### src/rtl/decode_instruction_queue.sv
// Purpose: in-order instruction queue between predecode and the format decoders; tags each entry with a major ID at enqueue.
// Latency: one cycle from push edge to issue edge (no bypass); the issue bundle is fully registered.
// Backpressure: stall_i keeps the head queued (enable_o drops next edge); pushes into a full queue are dropped unless a pop frees a slot on the same edge.
module decode_instruction_queue #(
  parameter int addressWidth            = 64,
  parameter int instructionWidth        = 32,
  parameter int PidSize                 = 20,
  parameter int TidSize                 = 16,
  parameter int instructionCounterWidth = 64,
  parameter int opcodeSize              = 6,
  parameter int formatWidth             = 26,
  parameter int queueDepth              = 8,
  parameter int countWidth              = 4
) (
  input  logic                               clock_i,
  input  logic                               reset_i,
  input  logic                               flush_i,
  input  logic                               enable_i,
  input  logic [formatWidth-1:0]             instFormat_i,
  input  logic [instructionWidth-1:0]        instruction_i,
  input  logic [addressWidth-1:0]            instructionAddress_i,
  input  logic                               is64Bit_i,
  input  logic [PidSize-1:0]                 instructionPid_i,
  input  logic [TidSize-1:0]                 instructionTid_i,
  input  logic                               stall_i,
  output logic                               full_o,
  output logic [countWidth-1:0]              count_o,
  output logic                               enable_o,
  output logic [formatWidth-1:0]             instFormat_o,
  output logic [opcodeSize-1:0]              instructionOpcode_o,
  output logic [instructionWidth-1:0]        instruction_o,
  output logic [addressWidth-1:0]            instructionAddress_o,
  output logic                               is64Bit_o,
  output logic [PidSize-1:0]                 instructionPid_o,
  output logic [TidSize-1:0]                 instructionTid_o,
  output logic [instructionCounterWidth-1:0] instructionMajId_o
);

  localparam int ptrWidth = $clog2(queueDepth);
  localparam logic [countWidth-1:0] fullCount = countWidth'(queueDepth);

  // Entry storage, one array per field of the decoder bundle
  logic [formatWidth-1:0]             formatMem  [queueDepth];
  logic [instructionWidth-1:0]        instMem    [queueDepth];
  logic [addressWidth-1:0]            addrMem    [queueDepth];
  logic                               is64Mem    [queueDepth];
  logic [PidSize-1:0]                 pidMem     [queueDepth];
  logic [TidSize-1:0]                 tidMem     [queueDepth];
  logic [instructionCounterWidth-1:0] majIdMem   [queueDepth];

  logic [ptrWidth-1:0]                readPtr;
  logic [ptrWidth-1:0]                writePtr;
  logic [countWidth-1:0]              count;
  logic [instructionCounterWidth-1:0] majIdCounter;

  logic isFull;
  logic doPop;
  logic doPush;

  // Pop decisions use occupancy before the edge, so a freshly pushed entry never bypasses.
  // A full queue still accepts a push when the head leaves on the same edge.
  assign isFull = (count == fullCount);
  assign doPop  = !flush_i && !stall_i && (count != '0);
  assign doPush = !flush_i && enable_i && (!isFull || doPop);

  assign full_o  = isFull;
  assign count_o = count;

  // Opcode is bits 0..5 in big-endian numbering, i.e. the most significant bits of the word
  assign instructionOpcode_o = instruction_o[instructionWidth-1 -: opcodeSize];

  // Write the accepted instruction and its major ID at the tail
  always_ff @(posedge clock_i) begin
    if (doPush) begin
      formatMem[writePtr] <= instFormat_i;
      instMem[writePtr]   <= instruction_i;
      addrMem[writePtr]   <= instructionAddress_i;
      is64Mem[writePtr]   <= is64Bit_i;
      pidMem[writePtr]    <= instructionPid_i;
      tidMem[writePtr]    <= instructionTid_i;
      majIdMem[writePtr]  <= majIdCounter;
    end
  end

  // Pointer, occupancy and major ID bookkeeping; flush empties the queue but keeps IDs unique
  always_ff @(posedge clock_i or posedge reset_i) begin
    if (reset_i) begin
      readPtr      <= '0;
      writePtr     <= '0;
      count        <= '0;
      majIdCounter <= '0;
    end else if (flush_i) begin
      readPtr  <= '0;
      writePtr <= '0;
      count    <= '0;
    end else begin
      if (doPush) begin
        writePtr     <= writePtr + 1'b1;
        majIdCounter <= majIdCounter + 1'b1;
      end
      if (doPop) begin
        readPtr <= readPtr + 1'b1;
      end
      if (doPush && !doPop) begin
        count <= count + 1'b1;
      end else if (doPop && !doPush) begin
        count <= count - 1'b1;
      end
    end
  end

  // Registered issue bundle; data holds its last value when nothing is issued
  always_ff @(posedge clock_i or posedge reset_i) begin
    if (reset_i) begin
      enable_o             <= 1'b0;
      instFormat_o         <= '0;
      instruction_o        <= '0;
      instructionAddress_o <= '0;
      is64Bit_o            <= 1'b0;
      instructionPid_o     <= '0;
      instructionTid_o     <= '0;
      instructionMajId_o   <= '0;
    end else begin
      enable_o <= doPop;
      if (doPop) begin
        instFormat_o         <= formatMem[readPtr];
        instruction_o        <= instMem[readPtr];
        instructionAddress_o <= addrMem[readPtr];
        is64Bit_o            <= is64Mem[readPtr];
        instructionPid_o     <= pidMem[readPtr];
        instructionTid_o     <= tidMem[readPtr];
        instructionMajId_o   <= majIdMem[readPtr];
      end
    end
  end

endmodule
### config.mk
export PLATFORM = sky130hd
export DESIGN_NAME = decode_instruction_queue
export DESIGN_NICKNAME = d
export VERILOG_FILES = /design/src/rtl/decode_instruction_queue.sv
export SDC_FILE = /design/constraint.sdc
export NUM_CORES = 2
export LEC_CHECK = 0
export ABC_AREA = 0
export BUFFER_PORTS_ARGS = -buffer_cell sky130_fd_sc_hd__buf_2
export CORE_ASPECT_RATIO = 1.25
export CORE_MARGIN = 5
export CORE_UTILIZATION = 50
export CTS_CLUSTER_SIZE = 28
export DETAILED_ROUTE_END_ITERATION = 16
export PLACE_DENSITY_LB_ADDON = 0.15
export SYNTH_ARGS = -nofsm -noshare
export SYNTH_HDL_FRONTEND = slang
export SYNTH_SLANG_ARGS = --single-unit
### constraint.sdc
create_clock -name clock_i -period 27 [get_ports clock_i]
set_input_delay 4.05 -clock clock_i [delete_from_list [all_inputs] [get_ports clock_i]]
set_output_delay 4.05 -clock clock_i [all_outputs]
set_load 0.01 [all_outputs]
-- Yosys cells after proc, flatten, opt, wreduce, memory -nomap -nowiden
Memory sizes are Yosys's and may differ from the RTL's. A register that Yosys moved wholly into a read port is not among the register bits.
Index checks and enable logic that the tools add are counted.
Widths: inputs -> output; s select.
- register bits: 75
- logic and storage cells: 45
- output and inout bits: 235
- bits in latches: 0
- memories: 7
- bits in writable memories: 1784
- bits of input ports: 164
- memory bits (read-only): 0
- memories (memory ; depth ; bits a word ; read ports ; clocked after memory_dff ; wr ports ; line ; text):
    addrMem ; 8 ; 64 ; 1 ; 1 ; 1 ; 45 ; logic [addressWidth-1:0] addrMem [queueDepth];
    majIdMem ; 8 ; 64 ; 1 ; 1 ; 1 ; 49 ; logic [instructionCounterWidth-1:0] majIdMem [queueDepth];
    instMem ; 8 ; 32 ; 1 ; 1 ; 1 ; 44 ; logic [instructionWidth-1:0] instMem [queueDepth];
    formatMem ; 8 ; 26 ; 1 ; 1 ; 1 ; 43 ; logic [formatWidth-1:0] formatMem [queueDepth];
    pidMem ; 8 ; 20 ; 1 ; 1 ; 1 ; 47 ; logic [PidSize-1:0] pidMem [queueDepth];
    tidMem ; 8 ; 16 ; 1 ; 1 ; 1 ; 48 ; logic [TidSize-1:0] tidMem [queueDepth];
    1 more memories ; n/a ; n/a ; n/a ; n/a ; n/a ; n/a ;
- add/subtract/negate cells: 5
- div/mod/pow operators: 0
- multipliers: 0
- bitwise gates (word level): 1
- reductions and logical operators: 17
- mux-type cells: 9
- equality and inequality tests: 1
- shift-type cells: 0
- $lt $le $gt $ge: 0
- operators with widths (cell ; number):
    $add 64x1->64 const B ; 1
    $mux 3 ; 4
    $mux 4 ; 3
    $add 3x1->3 const B ; 2
    $logic_and 1x1->1 ; 6
    $logic_not 1->1 ; 5
    $add 4x1->4 const B ; 1
    $eq 4x4->1 const B ; 1
    $reduce_bool 2->1 ; 2
    $reduce_bool 4->1 ; 1
    $sub 4x1->4 const B ; 1
    $reduce_bool 3->1 ; 1
    $mux 1 ; 2
    $reduce_and 2->1 ; 1
    $logic_or 1x1->1 ; 1
    $not 1->1 ; 1

-- Logic depth before layout (Yosys ltp)
- word-level depth: 10
- gate-level depth with buffers: 13
- depth with buffers taken out: 11

-- Least setup slack after synthesis
No wires, ideal clock.
- path type: input -> register
- start point: in enable_i
- end point: mem addrMem[2][0] (enable)
- slack: -1.749 ns
- data required time: 25.569 ns
- arrival: 27.318 ns
- buffers on the path: 1
- library setup time: 1.431 ns
- cell stages on the path: 4
- cell sequence: a21boi_1 > nand2b_1 > clkbuf_1 > nor4b_1
- cells in the longest elaborated chain, start to end: 4
- RTL lines (element ; line ; text):
    start: declaration ; 18 ; input logic enable_i,
    $logic_and 1x1->1 (2 in a row) ; 64 ; assign doPush = !flush_i && enable_i && (!isFull || doPop);
    $mux 1 ; 74 ; if (doPush) begin
    $mux 1 (implied by the code) ; 77 ; addrMem[writePtr] <= instructionAddress_i;
    end: declaration ; 45 ;
Every way passes these cells.

-- Worst setup path in the final report
- start point: in enable_i
- end point: mem majIdMem[7][48] (enable)
- cells in the longest elaborated chain, start to end: 4
- RTL lines (element ; line ; text):
    $logic_and 1x1->1 (2 in a row) ; 64 ;
    $mux 1 ; 74 ;
    $mux 1 (implied by the code) ; 81 ; majIdMem[writePtr] <= majIdCounter;
    end: declaration ; 49 ;
Every way passes these cells.

==> flow_metrics.env <==
export IMPL_status="finished clean"
export IMPL_synthDistinctLibCells=48
export IMPL_finalSetupViolations=0
export IMPL_root_buffer="clkbuf_16"
export IMPL_grt_antenna_before_repair=50
export IMPL_most_used_dff_post_synth="edfxtp_1"
export IMPL_holdPathStages=2
export IMPL_fin_tns_setup_ns=0
export IMPL_hpwl_mm=88.7
export IMPL_rrSetupSlack_ns=21.89
export IMPL_synth_sequential_area_ratio_pct=78.4
export IMPL_timing_critical_path_to_type="register"
export IMPL_final_net_count=4278
export IMPL_number_of_warnings_printed_during_yosys_synthesis=0
export IMPL_drt_via_density=5.64
export IMPL_number_of_synthesized_register_bits=2082
export IMPL_synth_area_leader_cell="edfxtp_1"
export IMPL_holdCritPathClass="reg2reg"
export IMPL_die_area_um2=164000
export IMPL_cts_tree="yes"
export IMPL_fp_dieH_um=451
export IMPL_number_of_global_route_vias_before_repair=37591
export IMPL_setup_repair_after_global_routing_missed_its_margin="no"
export IMPL_dieWidth_um=363
export IMPL_worst_ir_drop_vdd_v=0.0000707
export IMPL_routabilityCongestion=0.706
export IMPL_max_freq_mhz=128
export IMPL_asyncSetResetFlopFracSynth_pct=14.3
export IMPL_holdPathEnd="instructionTid_o[4]$_DFFE_PP0P_"
export IMPL_groute_usage_overall_pct=20.3
export IMPL_cp_start_kind="primary input"
export IMPL_gr_overflow_total=0
export IMPL_dr_total_vias=35842
export IMPL_r2r_worst_path_cells=8
export IMPL_count_of_flip_flops_with_a_built_in_enable_after_synthesis=1784
export IMPL_critical_path_reg2reg_startpoint="count_o[3]$_DFFE_PP0P_"
export IMPL_drtAntennaViolNets=0
export IMPL_drc_errors=0
export IMPL_cts_resized_gates=0
export IMPL_worst_slew_pin_transition_ns=1.15
export IMPL_layout_drive_gt1_share_pct=28.9
export IMPL_initial_core_util_pct=50.1
export IMPL_rows=162
export IMPL_cts_buffers_inserted=195
export IMPL_post_synth_instance_area_um2=77900
export IMPL_max_cap_viol_count=0
export IMPL_critPathRequiredTime_ns=27.42
export IMPL_ys_top_cells_by_area="edfxtp_1 69%, mux4_2 13%, dfrtp_1 9.6%"
export IMPL_top_level_ports=399
export IMPL_p_per_area_nw_per_um2=91.3
export IMPL_p_leak_uw=0.0301
export IMPL_dr_first_iter_drc_count=2828
export IMPL_detail_route_first_pass_iterations=5
export IMPL_port_buffers=398
export IMPL_maximum_number_of_pins_on_one_net_before_global_route_repair=139
export IMPL_numPlacedInstances=5961
export IMPL_min_period_ns=7.79
export IMPL_syn_instance_count=3648
export IMPL_mean_instance_size_in_the_synthesized_netlist_um2=21.4
export IMPL_grt_pass1_wl_mm=247
export IMPL_synthToLayoutAreaGrowth_pct=14.4
export IMPL_finalMaxSlewViolations=0
export IMPL_kind_of_critical_path="in2reg"
export IMPL_clock_tree_htree_level_count=4
export IMPL_latest_clock_arrival_within_the_worst_skew_pair_ns=0.83
export IMPL_path_max_fanout=53
export IMPL_clkSinkCount=2082
export IMPL_postCtsSetupBuffers=0
export IMPL_coreArea_um2=155000
export IMPL_hp_start="instructionTid_o[4]$_DFFE_PP0P_"
export IMPL_timing_max_slew_rel_slack_pct=23.1
export IMPL_wirelength_mm=164
export IMPL_post_synth_top_area_fraction_pct=68.8
export IMPL_cts_max_path_buffers=3
export IMPL_finalHoldViolations=0
export IMPL_timing_rr_end="majIdMem[7][48]$_DFFE_PP_"
export IMPL_fin_cells=6353
export IMPL_clock_pin_slew_worst_setup_and_hold_paths_ns=0.06
export IMPL_fillerInstances=11506
export IMPL_cp_data_arrival_time_ns=8.21
export IMPL_fin_skew_ns=0.0359
export IMPL_wl_per_cell_um=25.8
export IMPL_synth_net_count=3818
export IMPL_layout_worst_path_cycle_share_pct=28.8
export IMPL_cts_hold_fix_buffers=0
worst max path at each step:
stage	start	to	slack (ns)	cells after the start
floorplan	enable_i	addrMem[0][0]$_DFFE_PP_	0.05	4
global placement	enable_i	tidMem[7][0]$_DFFE_PP_	18.44	7
detailed placement	enable_i	tidMem[7][0]$_DFFE_PP_	18.37	7
CTS	enable_i	majIdMem[7][44]$_DFFE_PP_	19.28	7
global route	enable_i	majIdMem[7][49]$_DFFE_PP_	19.00	7
finish	enable_i	majIdMem[7][48]$_DFFE_PP_	19.21	7
report_power, final:
part           switching [uW]  internal [uW]  leakage, uW
clock                    1190           1660      0.00328
sequential                161           3720       0.0204
combinational             743            662      0.00644
total                    2090           6050       0.0301
flip-flops by register name (all words and copies together), names as in the netlist:
signal	flops
readPtr	3
writePtr	3
formatMem	208
pidMem	160
is64Mem	8
instructionAddress_o	64
count_o	4
instructionPid_o	20
instMem	256
majIdMem	512
instruction_o	32
majIdCounter	64
tidMem	128
instructionTid_o	16
is64Bit_o	1
enable_o	1
instFormat_o	26
instructionMajId_o	64
addrMem	512
Yosys cell counts, types with 24 or more instances:
| library cell | number |
|---|---|
| nand2_1 | 252 |
| mux4_2 | 446 |
| nand3_1 | 25 |
| xnor2_1 | 39 |
| xor2_1 | 30 |
| nor2_1 | 24 |
| edfxtp_1 | 1784 |
| dfrtp_1 | 298 |
| o21ai_0 | 224 |
| clkbuf_1 | 93 |
| buf_2 | 78 |
| mux2i_1 | 226 |
per-layer routing:
layer  GRT usage (%)  share of wire [%]
met2            33.7                 50
met4            4.74                1.9
met5               0              0.093
met3            4.40                5.4
met1            28.0                 42
stage by stage:
| stage | util [%] | hold WS (ns) | area, um^2 | power, uW | worst slack [ns] |
|---|---|---|---|---|---|
| finish | 57.3 | 0.472 | 89100 | 8140 | 19.21 |
| floorplan | - | 0.514 | 77900 | 4920 | 0.0509 |
| global placement | 52.9 | 0.456 | 82200 | 5390 | 18.44 |
| global route | 57.3 | 0.496 | 89000 | 8520 | 19.00 |
| CTS | 57.3 | 0.478 | 89000 | 8260 | 19.28 |
| detailed placement | 52.9 | 0.464 | 82200 | 5400 | 18.37 |
critical path, cell delays in order:
cell and delay (ns):
buf_2 0.12, a21boi_1 0.58, nor2b_1 0.54, nand2_1 0.31, nor2_4 0.74, buf_4 0.90
buf_4 0.86
placed cells by master, fill, tap and decap left out, drive strengths merged, types with 27 or more instances in the layout:
cell type	instances
clkinv	58
o21ai	224
clkbuf	268
edfxtp	1784
xor2	30
mux4	446
nand3	27
buf	454
xnor2	39
dfrtp	298
nand2	252
mux2i	226
logic make-up (layout without fill, tap and decap cells):
logic type | count (synthesis) | count (layout) | synth area share (%)
flip-flops | 2082 | 2082 | 78.4
XOR/XNOR | 69 | 69 | 0.776
adder cells (fa/ha/maj) | 6 | 6 | 0.106
AND/OR/NAND/NOR | 385 | 385 | 2.29
buffers and inverters | 203 | 836 | 1.15
AO/OA/AOI/OAI | 231 | 231 | 1.52
other | 0 | 22 | 0
multiplexers | 672 | 672 | 15.8
layout make-up:
type | count | area, um^2 | area share [%]
Antenna cell | 22 | 55.1 | 0.0618
Multi-Input combinational cell | 1363 | 16000 | 18.0
Sequential cell | 2082 | 61000 | 68.5
Tap cell | 2050 | 2560 | 2.88
Clock buffer | 268 | 5450 | 6.12
Inverter | 12 | 52.6 | 0.0590
Clock inverter | 102 | 1330 | 1.49
Timing Repair Buffer | 454 | 2560 | 2.88
Power figures use the tool's default switching activity.
